## src/rtl/mem_load_pkg.sv

```systemverilog
// Shared types and constants for the memory load sequencer.
package mem_load_pkg;

  localparam int unsigned CNT_W = 4;

  typedef enum logic [1:0] {
    SIZE_WORD = 2'b00,
    SIZE_HALF = 2'b01,
    SIZE_BYTE = 2'b10,
    SIZE_RSVD = 2'b11
  } size_t;

  typedef enum logic [1:0] {
    IDLE,
    WAIT,
    CAPTURE,
    DONE
  } state_t;

  function automatic logic is_misaligned(input logic [1:0] lane, input size_t size);
    case (size)
      SIZE_HALF: return lane[0];
      SIZE_WORD: return lane != 2'b00;
      SIZE_RSVD: return 1'b1;
      default:   return 1'b0;
    endcase
  endfunction

endpackage

```

## src/rtl/load_lane_select.sv

```systemverilog
// Little-endian byte/halfword lane selection with zero extension.
module load_lane_select
  import mem_load_pkg::*;
(
  input  logic [31:0] word,
  input  logic [1:0]  lane,
  input  size_t       size,
  output logic [7:0]  byte_sel,
  output logic [31:0] load_sel
);

  logic [15:0] half_sel;

  always_comb begin
    byte_sel = 8'h00;
    case (lane)
      2'd0: byte_sel = word[7:0];
      2'd1: byte_sel = word[15:8];
      2'd2: byte_sel = word[23:16];
      2'd3: byte_sel = word[31:24];
      default: byte_sel = 8'h00;
    endcase

    half_sel = lane[1] ? word[31:16] : word[15:0];

    case (size)
      SIZE_BYTE: load_sel = {24'h000000, byte_sel};
      SIZE_HALF: load_sel = {16'h0000, half_sel};
      default:   load_sel = word;
    endcase
  end

endmodule

```

## src/rtl/mem_load_unit.sv

```systemverilog
// Multi-cycle memory load sequencer (IDLE/WAIT/CAPTURE/DONE).
// Optional alignment checking is enabled by defining LOAD_ALIGN_CHECK_EN.
module mem_load_unit
  import mem_load_pkg::*;
#(
  parameter int unsigned MEM_LATENCY = 1
) (
  input  logic        clk,
  input  logic        reset,
  input  logic        start,
  input  logic [31:0] addr,
  input  logic [1:0]  size,
  output logic        mem_rd,
  output logic [31:0] mem_addr,
  input  logic [31:0] mem_data,
  output logic        busy,
  output logic        done,
  output logic [31:0] mdr,
  output logic [7:0]  byte_out,
  output logic [31:0] load_data
`ifdef LOAD_ALIGN_CHECK_EN
  ,
  output logic        misaligned
`endif
);

  localparam logic [CNT_W-1:0] CNT_LAST = CNT_W'(MEM_LATENCY - 1);

  state_t            state, state_next;
  logic [CNT_W-1:0]  cnt;
  logic [31:0]       addr_q;
  size_t             size_q;
  logic [7:0]        byte_sel;
  logic [31:0]       load_sel;
  logic              mis_req;

`ifdef LOAD_ALIGN_CHECK_EN
  assign mis_req = is_misaligned(addr[1:0], size_t'(size));
`else
  assign mis_req = 1'b0;
`endif

  assign mem_addr = {addr_q[31:2], 2'b00};

  // Selection runs on the live memory word so the registered results line up with mdr.
  load_lane_select u_lane_select (
    .word     (mem_data),
    .lane     (addr_q[1:0]),
    .size     (size_q),
    .byte_sel (byte_sel),
    .load_sel (load_sel)
  );

  always_ff @(posedge clk) begin
    if (reset) begin
      state     <= IDLE;
      cnt       <= '0;
      addr_q    <= '0;
      size_q    <= SIZE_WORD;
      mdr       <= '0;
      byte_out  <= '0;
      load_data <= '0;
`ifdef LOAD_ALIGN_CHECK_EN
      misaligned <= 1'b0;
`endif
    end else begin
      state <= state_next;
      if (state == IDLE && start) begin
        addr_q <= addr;
        size_q <= size_t'(size);
`ifdef LOAD_ALIGN_CHECK_EN
        misaligned <= mis_req;
`endif
      end
      if (state == WAIT) cnt <= cnt + 1'b1;
      else               cnt <= '0;
      if (state == CAPTURE) begin
        mdr       <= mem_data;
        byte_out  <= byte_sel;
        load_data <= load_sel;
      end
    end
  end

  always_comb begin
    state_next = state;
    mem_rd     = 1'b0;
    busy       = 1'b1;
    done       = 1'b0;
    case (state)
      IDLE: begin
        busy = 1'b0;
        if (start) state_next = mis_req ? DONE : WAIT;
      end
      WAIT: begin
        mem_rd = 1'b1;
        if (cnt == CNT_LAST) state_next = CAPTURE;
      end
      CAPTURE: begin
        mem_rd     = 1'b1;
        state_next = DONE;
      end
      DONE: begin
        done       = 1'b1;
        state_next = IDLE;
      end
      default: state_next = IDLE;
    endcase
  end

endmodule
```

## config.mk

```make
export PLATFORM = sky130hd
export DESIGN_NAME = mem_load_unit
export DESIGN_NICKNAME = d
export VERILOG_FILES = /design/src/rtl/mem_load_pkg.sv /design/src/rtl/load_lane_select.sv /design/src/rtl/mem_load_unit.sv
export SDC_FILE = /design/constraint.sdc
export NUM_CORES = 1
export LEC_CHECK = 0
export ABC_AREA = 1
export CAP_MARGIN = 15
export CORE_MARGIN = 4
export CORE_UTILIZATION = 60
export CTS_BUF_LIST = sky130_fd_sc_hd__clkbuf_16
export CTS_CLUSTER_DIAMETER = 60
export DETAILED_ROUTE_END_ITERATION = 16
export DONT_BUFFER_PORTS = 1
export PLACE_DENSITY = 0.75
export RECOVER_POWER = 100
export SYNTH_ARGS = -nofsm -noshare
export SYNTH_HDL_FRONTEND = slang
export SYNTH_HIERARCHICAL = 1
export SYNTH_SLANG_ARGS = --single-unit
```

## constraint.sdc

```tcl
create_clock -name clk -period 2.15 [get_ports clk]
set_input_delay 0.43 -clock clk [delete_from_list [all_inputs] [get_ports clk]]
set_output_delay 0.43 -clock clk [all_outputs]
set_load 0.02 [all_outputs]
```

==> summary.md, run 1 <==
| Metric | Value |
|---|---|
| Number of global-route vias before repair | `4,068` |
| # port buffers | `0` |
| Vias per inst | `5.41` |
| Top post-synthesis cells by area | `dfxtp_1 44%, nor2_1 17%, o21ai_0 12%` |
| Synth Register Bits | `112` |
| CP Data Arrival Time | `2090 ps` |
| Syn Area/Cell | `7.02 um^2` |
| Setup crit end kind | `flop` |
| Req. time, crit path | `2430 ps` |
| Inserted Clock Buffers | `9` |
| Post-CTS setup buffer count | `0` |
| Slew Viols, Final | `0` |
| Dpl hpwl | `9.14 mm` |
| Post-cts resize count | `0` |
| Number of diodes | `0` |
| Initial antenna violation count | `0` |
| Fin Clk Skew | `12.5 ps` |
| CP max stage delay | `350 ps` |
| Later-pin clock latency in the skew report | `340 ps` |
| Post-synthesis cell area | `0.00512 mm^2` |
| Post-layout util | `0.618` |
| Final setup vio count | `0` |
| Synthesized instance count | `730` |
| Routed len/inst | `16.2 um` |
| DRC violations left | `0` |
| TritonCTS clock tree | `built` |
| Worst slew pin tran | `700 ps` |
| Clock sinks | `112` |
| Final nets | `753` |
| CP top delay family | `simple AND/OR/NAND/NOR gates` |
| Total Wirelength | `12.7 mm` |
| Final TNS setup | `0 ps` |
| Yosys warns | `6` |
| Slowest library cell on the worst path | `dfxtp_1` |
| Leakage | `2.43 nW` |
| Row count | `33` |
| Clock slew at reported path FFs | `80 ps` |
| Share of the synthesized area in the top cell type | `0.438` |
| Largest net degree at the start of global routing | `74` |
| F_max | `0.551 GHz` |
| Slew Limit Headroom | `0.533` |
| CP startpoint kind | `flop` |
| I/O pin count | `176` |
| Root Driver | `clkbuf_16` |
| Critical Path Most Common Cell | `nor2_1` |
| Total power divided by cell area | `1590 mW/mm^2` |
| First-pass GRT wire length | `20.5 mm` |
| Buffer levels on the longest clock path | `2` |
| 1st-pass router iterations | `5` |
| Hold Crit Class | `input pin to flop` |
| Worst vdd ir | `0.000952 V` |
| Critical Path Fanout Max | `25` |
| Die Height | `100 um` |
| Die area | `0.0101 mm^2` |
| Die W | `100 um` |
| Status | `completed` |
| Start point of the worst hold path | `mem_data[1]` |
| Fin crit share | `0.844` |
| Vias post-DR | `4,243` |
| Kind of critical path | `flop to flop` |
| Synth-to-Final Area Change | `-0.293%` |
| Minimum clock period | `1810 ps` |
| RSZ-0062 raised after global routing | `false` |
| Layout cells sized above 1 | `0.0618` |
| Cell breakdown of the critical path | `inv_1, ha_1, inv_2, nand2_1, o22ai_1, nor2_1, nor2_1` |
| Final hold vios | `0` |
| Sequential area share after synthesis | `0.438` |
| GRT Total Usage | `0.253` |
| Initial DRC count | `220` |
| GPL Wtd Cong | `0.893` |
| Core Area | `0.00826 mm^2` |
| # hold bufs at CTS | `0` |
| H-tree levels | `3` |
| Worst Setup SP | `size_q[0]$_SDFFE_PP0P_` |
| Starting density of the core | `0.620` |
| Netlist cell types | `24` |
| Max Cap Viol | `0` |
| Post-synth top area cell | `dfxtp_1` |
| Total gr overflow | `0` |
| Reg-to-Reg Start | `size_q[0]$_SDFFE_PP0P_` |
| DRT antenna net count | `0` |
| Worst path bufs/invs | `2` |
## routing by layer
metal	vias up	GRT usage	wire length (um)
met5	-	0	0
met4	0	0.0746	223
met3	17	0.0778	1270
met2	147	0.421	6100
met1	1939	0.314	5130
li1	2140	-	-
## cell families (layout without fill, tap and decap cells)
| kind of cell | after synthesis | in the layout | share of synthesized area |
|---|---|---|---|
| adders and majority gates | 8 | 8 | 0.0195 |
| DFF | 112 | 112 | 0.438 |
| other | 1 | 2 | 0.000732 |
| AOI/OAI and AO/OA | 141 | 141 | 0.140 |
| buffers and inverters | 130 | 79 | 0.139 |
| xor gates and xnor gates | 1 | 1 | 0.00171 |
| and+or+nand+nor | 337 | 337 | 0.262 |
## through the flow
step	worst slack [ps]	power, mW	hold WS [ps]	instance area, um^2	cells
floorplan	677	6.36	430	5130	731
global placement	540	6.57	443	4850	770
detailed placement	470	6.68	454	4850	770
CTS	444	8.18	223	5120	785
global route	141	8.74	217	5110	785
finish	336	8.11	222	5110	785
## worst paths after layout
kind / end / slack [ps] / cells after the start
setup / recovery: load_data[8]$_SDFFE_PP0N_ / 340 / 7
hold / removal: mdr[1]$_SDFFE_PP0N_ / 220 / 2
setup reg to reg: load_data[8]$_SDFFE_PP0N_ / 340 / 7
hold reg to reg: cnt[0]$_SDFF_PP0_ / 470 / 1
## cell usage after synthesis
cell type and n:
nor2_1 227, o21ai_0 121, dfxtp_1 112, nand2_1 77, inv_1 48, buf_4 37
nand3_1 16, nand2_2 12, a21oi_1 11, clkbuf_1 11, buf_2 10, clkbuf_2 10
ha_1 8, o22ai_1 8, buf_6 7, inv_2 4, inv_4 3, nand3_2 2
conb_1 1, nor2_4 1, o21ai_1 1, or2_1 1, or2_2 1, xnor2_1 1
## cell type report
cell class | instances | area, um^2
repair buffers | 9 | 90.1
clock buffers | 9 | 225
fillers | 810 | 3150
well taps | 105 | 131
flip-flops and latches | 112 | 2240
inverters | 55 | 214
clock inverters | 6 | 37.5
multi-input cells | 489 | 2170
## report_power, final
part / switching [mW] / leakage [nW] / internal (mW) / total, mW
clock: 0.737 / 0.131 / 0.777 / 1.51
sequential: 1.30 / 0.921 / 2.79 / 4.08
combinational: 1.70 / 1.38 / 0.805 / 2.51
## registers in the layout, indices dropped and copies added (netlist names)
name,flops
addr_q,32
byte_out,8
cnt,4
load_data,32
mdr,32
size_q,2
state,2
## layout by cell type, fill, tap and decap left out
master / n
nor2_1: 227
o21ai_0: 121
dfxtp_1: 112
nand2_1: 79
inv_1: 50
nand3_1: 16
a21oi_1: 11
nand2_2: 10
clkbuf_16: 9
ha_1: 8
o22ai_1: 8
buf_4: 5
inv_4: 3
inv_2: 3
conb_1: 2
buf_12: 2
nand3_2: 2
or2_0: 1
xnor2_1: 1
or2_2: 1
clkinv_4: 1
clkinv_2: 1
inv_6: 1
clkinv_1: 1
clkinvlp_4: 1
clkbuf_2: 1
clkbuf_4: 1
nor2_4: 1
o21ai_1: 1
No activity file was read; power rests on OpenSTA's default activity.
==> run 2: changes to the inputs <==
Settings changed: CORE_UTILIZATION 60 to 57, PLACE_DENSITY 0.75 to 0.74.
Clock period 2.15 ns to 1.46 ns, I/O delays scaled along.
==> summary.md, run 2 (same netlist as run 1, synthesis figures left out) <==
| Metric | Value |
|---|---|
| Die area | `0.0106 mm^2 (+4.8%)` |
| GPL Wtd Cong | `0.819 (-8.4%)` |
| Slew Viols, Final | `0 (unchanged)` |
| Number of diodes | `0 (unchanged)` |
| Clock slew at reported path FFs | `80 ps (about the same)` |
| 1st-pass router iterations | `5 (unchanged)` |
| Pre-CTS WS | `17.5 ps (-453 ps)` |
| Internal power | `6.83 mW (+56%)` |
| Later-pin clock latency in the skew report | `340 ps (about the same)` |
| Starting density of the core | `0.587 (-0.0329)` |
| Final hold slack | `82.8 ps (-139 ps)` |
| Total power divided by cell area | `2370 mW/mm^2 (+49%)` |
| Final hold vios | `0 (unchanged)` |
| Post-layout util | `0.609 (-0.00930)` |
| Leakage | `2.50 nW (+2.9%)` |
| Final TNS setup | `0 ps (unchanged)` |
| CP top delay family | `flip-flops` |
| # hold bufs at CTS | `0 (unchanged)` |
| Layout cells sized above 1 | `0.0939 (+0.0322)` |
| CP max stage delay | `380 ps (+30 ps)` |
| H-tree levels | `3 (unchanged)` |
| Kind of critical path | `flop to output port` |
| Total gr overflow | `0 (unchanged)` |
| CP startpoint kind | `flop` |
| Die W | `103 um (+2.4%)` |
| Total Wirelength | `13.3 mm (+4.4%)` |
| First-pass GRT wire length | `19.6 mm (-4.3%)` |
| CP Data Arrival Time | `1110 ps (-980 ps)` |
| Commonest non-fill, non-tap cell in the layout | `nor2_1` |
| Logic pwr share | `0.341 (+0.031)` |
| DRC violations left | `0 (unchanged)` |
| Seq pwr share | `0.480 (-0.024)` |
| Largest net degree at the start of global routing | `110 (+49%)` |
| Worst Setup SP | `state[1]$_SDFFE_PP0P_` |
| Routed len/inst | `16.6 um (+2.4%)` |
| Setup crit end kind | `output port` |
| F_max | `0.713 GHz` |
| Initial DRC count | `207 (-5.9%)` |
| Reg-to-Reg Start | `addr_q[0]$_SDFFE_PP0P_` |
| DRT antenna net count | `0 (unchanged)` |
| Hold Crit Class | `input pin to flop` |
| Post-route setup slack | `57.9 ps (-278 ps)` |
| Final nets | `764 (+1.5%)` |
| Minimum clock period | `1400 ps` |
| GRT Total Usage | `0.237 (-0.0155)` |
| Largest registers | `addr_q: 32 flops, load_data: 32 flops, mdr: 32 flops` |
| Inserted Clock Buffers | `9 (unchanged)` |
| # port buffers | `0 (unchanged)` |
| Core Area | `0.00872 mm^2 (+5.6%)` |
| Status | `completed` |
| Fin crit share | `0.960` |
| Fin Clk Skew | `11.5 ps (-1.02 ps)` |
| Critical Path Fanout Max | `4 (-84%)` |
| Number of global-route vias before repair | `4,029 (-0.96%)` |
| Clock Power Share | `0.180 (-0.007)` |
| RSZ-0062 raised after global routing | `false` |
| Worst path bufs/invs | `1 (-1)` |
| I/O pin count | `176 (unchanged)` |
| Synth-to-Final Area Change | `3.71%` |
| Final setup vio count | `0 (unchanged)` |
| Root Driver | `clkbuf_16` |
| Slowest library cell on the worst path | `dfxtp_2` |
| Row count | `34 (+3.0%)` |
| Worst vdd ir | `0.000964 V (+1.2%)` |
| Dpl hpwl | `9.15 mm (+0.14%)` |
| Most frequent cells in the layout | `227 x nor2_1, 121 x o21ai_0, 108 x dfxtp_1` |
| Buffer levels on the longest clock path | `2 (unchanged)` |
| Initial antenna violation count | `0 (unchanged)` |
| Max Cap Viol | `0 (unchanged)` |
| Switching Fraction | `0.456 (-0.00481)` |
| Vias post-DR | `4,308 (+1.5%)` |
| Clock sinks | `112 (unchanged)` |
| Req. time, crit path | `1170 ps (-1260 ps)` |
| Sw Pwr | `5.74 mW (+53%)` |
| Start point of the worst hold path | `mem_data[25]` |
| Cell breakdown of the critical path | `inv_1, ha_4` |
| Die Height | `103 um (+2.4%)` |
| Vias per inst | `5.39 (-0.37%)` |
| TritonCTS clock tree | `built` |
==> run 2: cell types whose count changed in the layout (fill, tap and decap cells not counted), moves of 3 or more <==
cell     previous run  this run
buf_4               5        10
dfxtp_1           112       108
ha_1                8         4
ha_4                0         4
dfxtp_2             0         3
inv_1              50        47
==> run 2: worst register-to-register path, cell delays in order, from the launching register on <==
cell and delay, ps:
dfxtp_1 510, buf_4 220, nand3_1 120, nand2_2 100, nand2_1 50, a21oi_1 140
nor2_1 60, nor2_1 100
==> run 2: cell type report <==
cell class / count / area (um^2)
Clock buffer: 9 / 225
Clock inverter: 7 / 46.3
Fill cell: 812 / 3410
Inverter: 55 / 216
Multi-Input combinational cell: 489 / 2220
Sequential cell: 112 / 2250
Tap cell: 108 / 135
Timing Repair Buffer: 20 / 218
==> run 2: timing repair <==
action                     in CTS  in global routing
pin swaps                       0                  6
gates resized for setup         4                 10
cloned                          0                  2
setup endpoints to repair       3                 22
buffers inserted                0                  1
==> run 2: worst paths after layout <==
| path | endpoint | slack, ps | depth (start not counted) |
|---|---|---|---|
| setup / recovery | mem_rd | 60 | 2 |
| hold / removal | mdr[25]$_SDFFE_PP0N_ | 80 | 2 |
| setup reg to reg | load_data[6]$_SDFFE_PP0N_ | 90 | 7 |
| hold reg to reg | cnt[0]$_SDFF_PP0_ | 470 | 1 |
==> run 2: metrics by stage <==
| stage | area (um^2) | power, mW | instances |
|---|---|---|---|
| floorplan | 5130 | 9.38 | 731 |
| global placement | 4970 | 10.0 | 781 |
| detailed placement | 4970 | 10.2 | 781 |
| CTS | 5260 | 12.5 | 797 |
| global route | 5310 | 13.5 | 800 |
| finish | 5310 | 12.6 | 800 |
==> run 2: metal layers <==
layer | vias to the layer above | wire length [um] | GRT usage
met2 | 179 | 6580 | 0.406
li1 | 2166 | - | -
met1 | 1947 | 5050 | 0.269
met5 | - | 0 | 0
met4 | 0 | 272 | 0.0936
met3 | 16 | 1380 | 0.0859
==> run 2: power by group through the flow <==
| stage | Clock [mW] | Combinational [mW] | Sequential (mW) |
|---|---|---|---|
| final | 2.26 | 4.28 | 6.03 |
| after global routing | 2.46 | 4.85 | 6.16 |
| after CTS | 2.30 | 4.15 | 6.03 |
| after detailed placement | 0 | 4.06 | 6.09 |
| after global placement | 0 | 3.93 | 6.07 |
| after floorplan | 0 | 3.89 | 5.49 |
==> run 3: changes to the inputs <==
Clock period 1.46 ns to 1.2 ns, I/O delays scaled along.
==> summary.md, run 3 (same netlist as run 1, synthesis figures left out) <==
| Metric | Value |
|---|---|
| # port buffers | `0 (unchanged)` |
| Post-layout util | `0.750 (+0.141)` |
| Commonest non-fill, non-tap cell in the layout | `nor2_1` |
| H-tree levels | `3 (unchanged)` |
| Fin crit share | `1.27` |
| 1st-pass router iterations | `6 (+1)` |
| Fin Clk Skew | `14.8 ps (+3.30 ps)` |
| Root Driver | `clkbuf_16` |
| Buffer levels on the longest clock path | `2 (unchanged)` |
| Dpl hpwl | `9.89 mm (+8.1%)` |
| Status | `finished, violations left` |
| Slew Viols, Final | `0 (unchanged)` |
| Number of global-route vias before repair | `4,236 (+5.1%)` |
| Pre-CTS WS | `-217 ps (-235 ps)` |
| Vias post-DR | `4,690 (+8.9%)` |
| Hold Crit Class | `input pin to flop` |
| Die area | `0.0106 mm^2 (unchanged)` |
| Layout cells sized above 1 | `0.293 (+0.199)` |
| CP max stage delay | `340 ps (-40 ps)` |
| DRC violations left | `0 (unchanged)` |
| Post-route setup slack | `-319 ps (-377 ps)` |
| TritonCTS clock tree | `built` |
| DRT antenna net count | `0 (unchanged)` |
| Final nets | `813 (+6.4%)` |
| Critical Path Most Common Cell | `buf_6` |
| F_max | `0.658 GHz` |
| Setup crit end kind | `flop` |
| Total gr overflow | `0 (unchanged)` |
| Cell breakdown of the critical path | `buf_6, buf_6, ha_4, buf_12, clkbuf_16, o21ai_0, nor2_1` |
| Minimum clock period | `1520 ps` |
| Die Height | `103 um (unchanged)` |
| GPL Wtd Cong | `0.915 (+12%)` |
| Failing checks | `setup timing` |
| Largest net degree at the start of global routing | `80 (-27%)` |
| Slowest library cell on the worst path | `dfxtp_2` |
| Inserted Clock Buffers | `9 (unchanged)` |
| Die W | `103 um (unchanged)` |
| CP Data Arrival Time | `1760 ps (+650 ps)` |
| Placed insts | `802 (+2.7%)` |
| Worst vdd ir | `0.00145 V (+50%)` |
| Final setup vio count | `107 (+107)` |
| Vias per inst | `5.52 (+2.6%)` |
| Seq. cell area | `0.00225 mm^2 (about the same)` |
| Clock slew at reported path FFs | `90 ps (about the same)` |
| Later-pin clock latency in the skew report | `350 ps (about the same)` |
| Number of diodes | `0 (unchanged)` |
| CP startpoint kind | `flop` |
| Kind of critical path | `flop to flop` |
| Initial DRC count | `255 (+23%)` |
| Starting density of the core | `0.587 (unchanged)` |
| Leakage | `2.91 nW (+17%)` |
| I/O pin count | `176 (unchanged)` |
| Area of the multi-input gates | `0.00271 mm^2 (+22%)` |
| Initial antenna violation count | `0 (unchanged)` |
| Fillers | `618 (-24%)` |
| Req. time, crit path | `1440 ps (+270 ps)` |
| Largest registers | `addr_q: 32 flops, load_data: 32 flops, mdr: 32 flops` |
| RSZ-0062 raised after global routing | `true` |
| First-pass GRT wire length | `21.0 mm (+6.9%)` |
| Total Wirelength | `15.7 mm (+18%)` |
| Row count | `34 (unchanged)` |
| Final cell count without fillers | `849 (+6.1%)` |
| Max Cap Viol | `0 (unchanged)` |
| Clock sinks | `112 (unchanged)` |
| Final hold vios | `0 (unchanged)` |
| Routed len/inst | `18.5 um (+11%)` |
| Critical Path Fanout Max | `7 (+3)` |
| GRT Total Usage | `0.253 (+0.0156)` |
| Core Area | `0.00872 mm^2 (unchanged)` |
| Synth-to-Final Area Change | `27.7%` |
| Total power divided by cell area | `2960 mW/mm^2 (+25%)` |
| Most frequent cells in the layout | `164 x nor2_1, 107 x dfxtp_1, 75 x o21ai_0` |
[run 3: cell type report]
cell class / instances / area share
tap: 108 / 0.0207
sequential: 112 / 0.344
timing repair inverter: 3 / 0.00402
multi-input combinational: 490 / 0.415
clock buffer: 9 / 0.0344
inverter: 55 / 0.0382
clock inverter: 7 / 0.00956
timing repair buffer: 65 / 0.134
[run 3: path summary, 6_finish.rpt]
check	from	endpoint	slack (ps)	cells after the start
min	mem_data[7]	mdr[7]$_SDFFE_PP0N_	10	2
max reg2reg	state[1]$_SDFFE_PP0P_	mdr[10]$_SDFFE_PP0N_	-320	7
max	state[1]$_SDFFE_PP0P_	mdr[10]$_SDFFE_PP0N_	-320	7
min reg2reg	cnt[0]$_SDFF_PP0_	cnt[0]$_SDFF_PP0_	470	1
[run 3: per-stage QoR]
| stage | cell area, um^2 | power [mW] | setup TNS, ps | hold WS (ps) |
|---|---|---|---|---|
| 3_3_place_gp | 5160 | 12.7 | -5540 | 378 |
| 6_report | 6540 | 19.3 | -15880 | 9.67 |
| 5_1_grt | 6540 | 20.5 | -22420 | 13.5 |
| 4_1_cts | 5630 | 16.5 | -9670 | 27.5 |
| 2_1_floorplan | 5160 | 11.5 | -2390 | 375 |
| 3_5_place_dp | 5160 | 12.9 | -9010 | 385 |
[run 3: what timing repair did]
item,in CTS,in global routing
cloned,2,15
endpoints found under the hold margin,0,0
gates resized for setup,66,155
setup buffers,5,12
endpoints found under the setup margin,111,115
pin swaps,4,43
hold buffers,0,0
[run 3: layer usage]
layer / track usage / vias to the layer above / part of all wire
met5: 0 / - / 0
met4: 0.102 / 0 / 0.023
met3: 0.0643 / 29 / 0.094
met2: 0.423 / 215 / 0.50
met1: 0.312 / 2171 / 0.39
li1: - / 2275 / -
[run 3: power breakdown]
group          internal, mW  switching (mW)  leakage (nW)
clock                  1.46            1.47         0.139
sequential             5.01            2.35         0.923
combinational          4.15            4.90          1.85
total                  10.6            8.71          2.91
[run 3: worst max-delay path: cells and delay by family (launching register included)]
kind                       cells  cell delay [ps]
DFF                            1              340
and+or+nand+nor                1               80
buffers and inverters          4              530
AOI/OAI and AO/OA              1              240
adders and majority gates      1              220
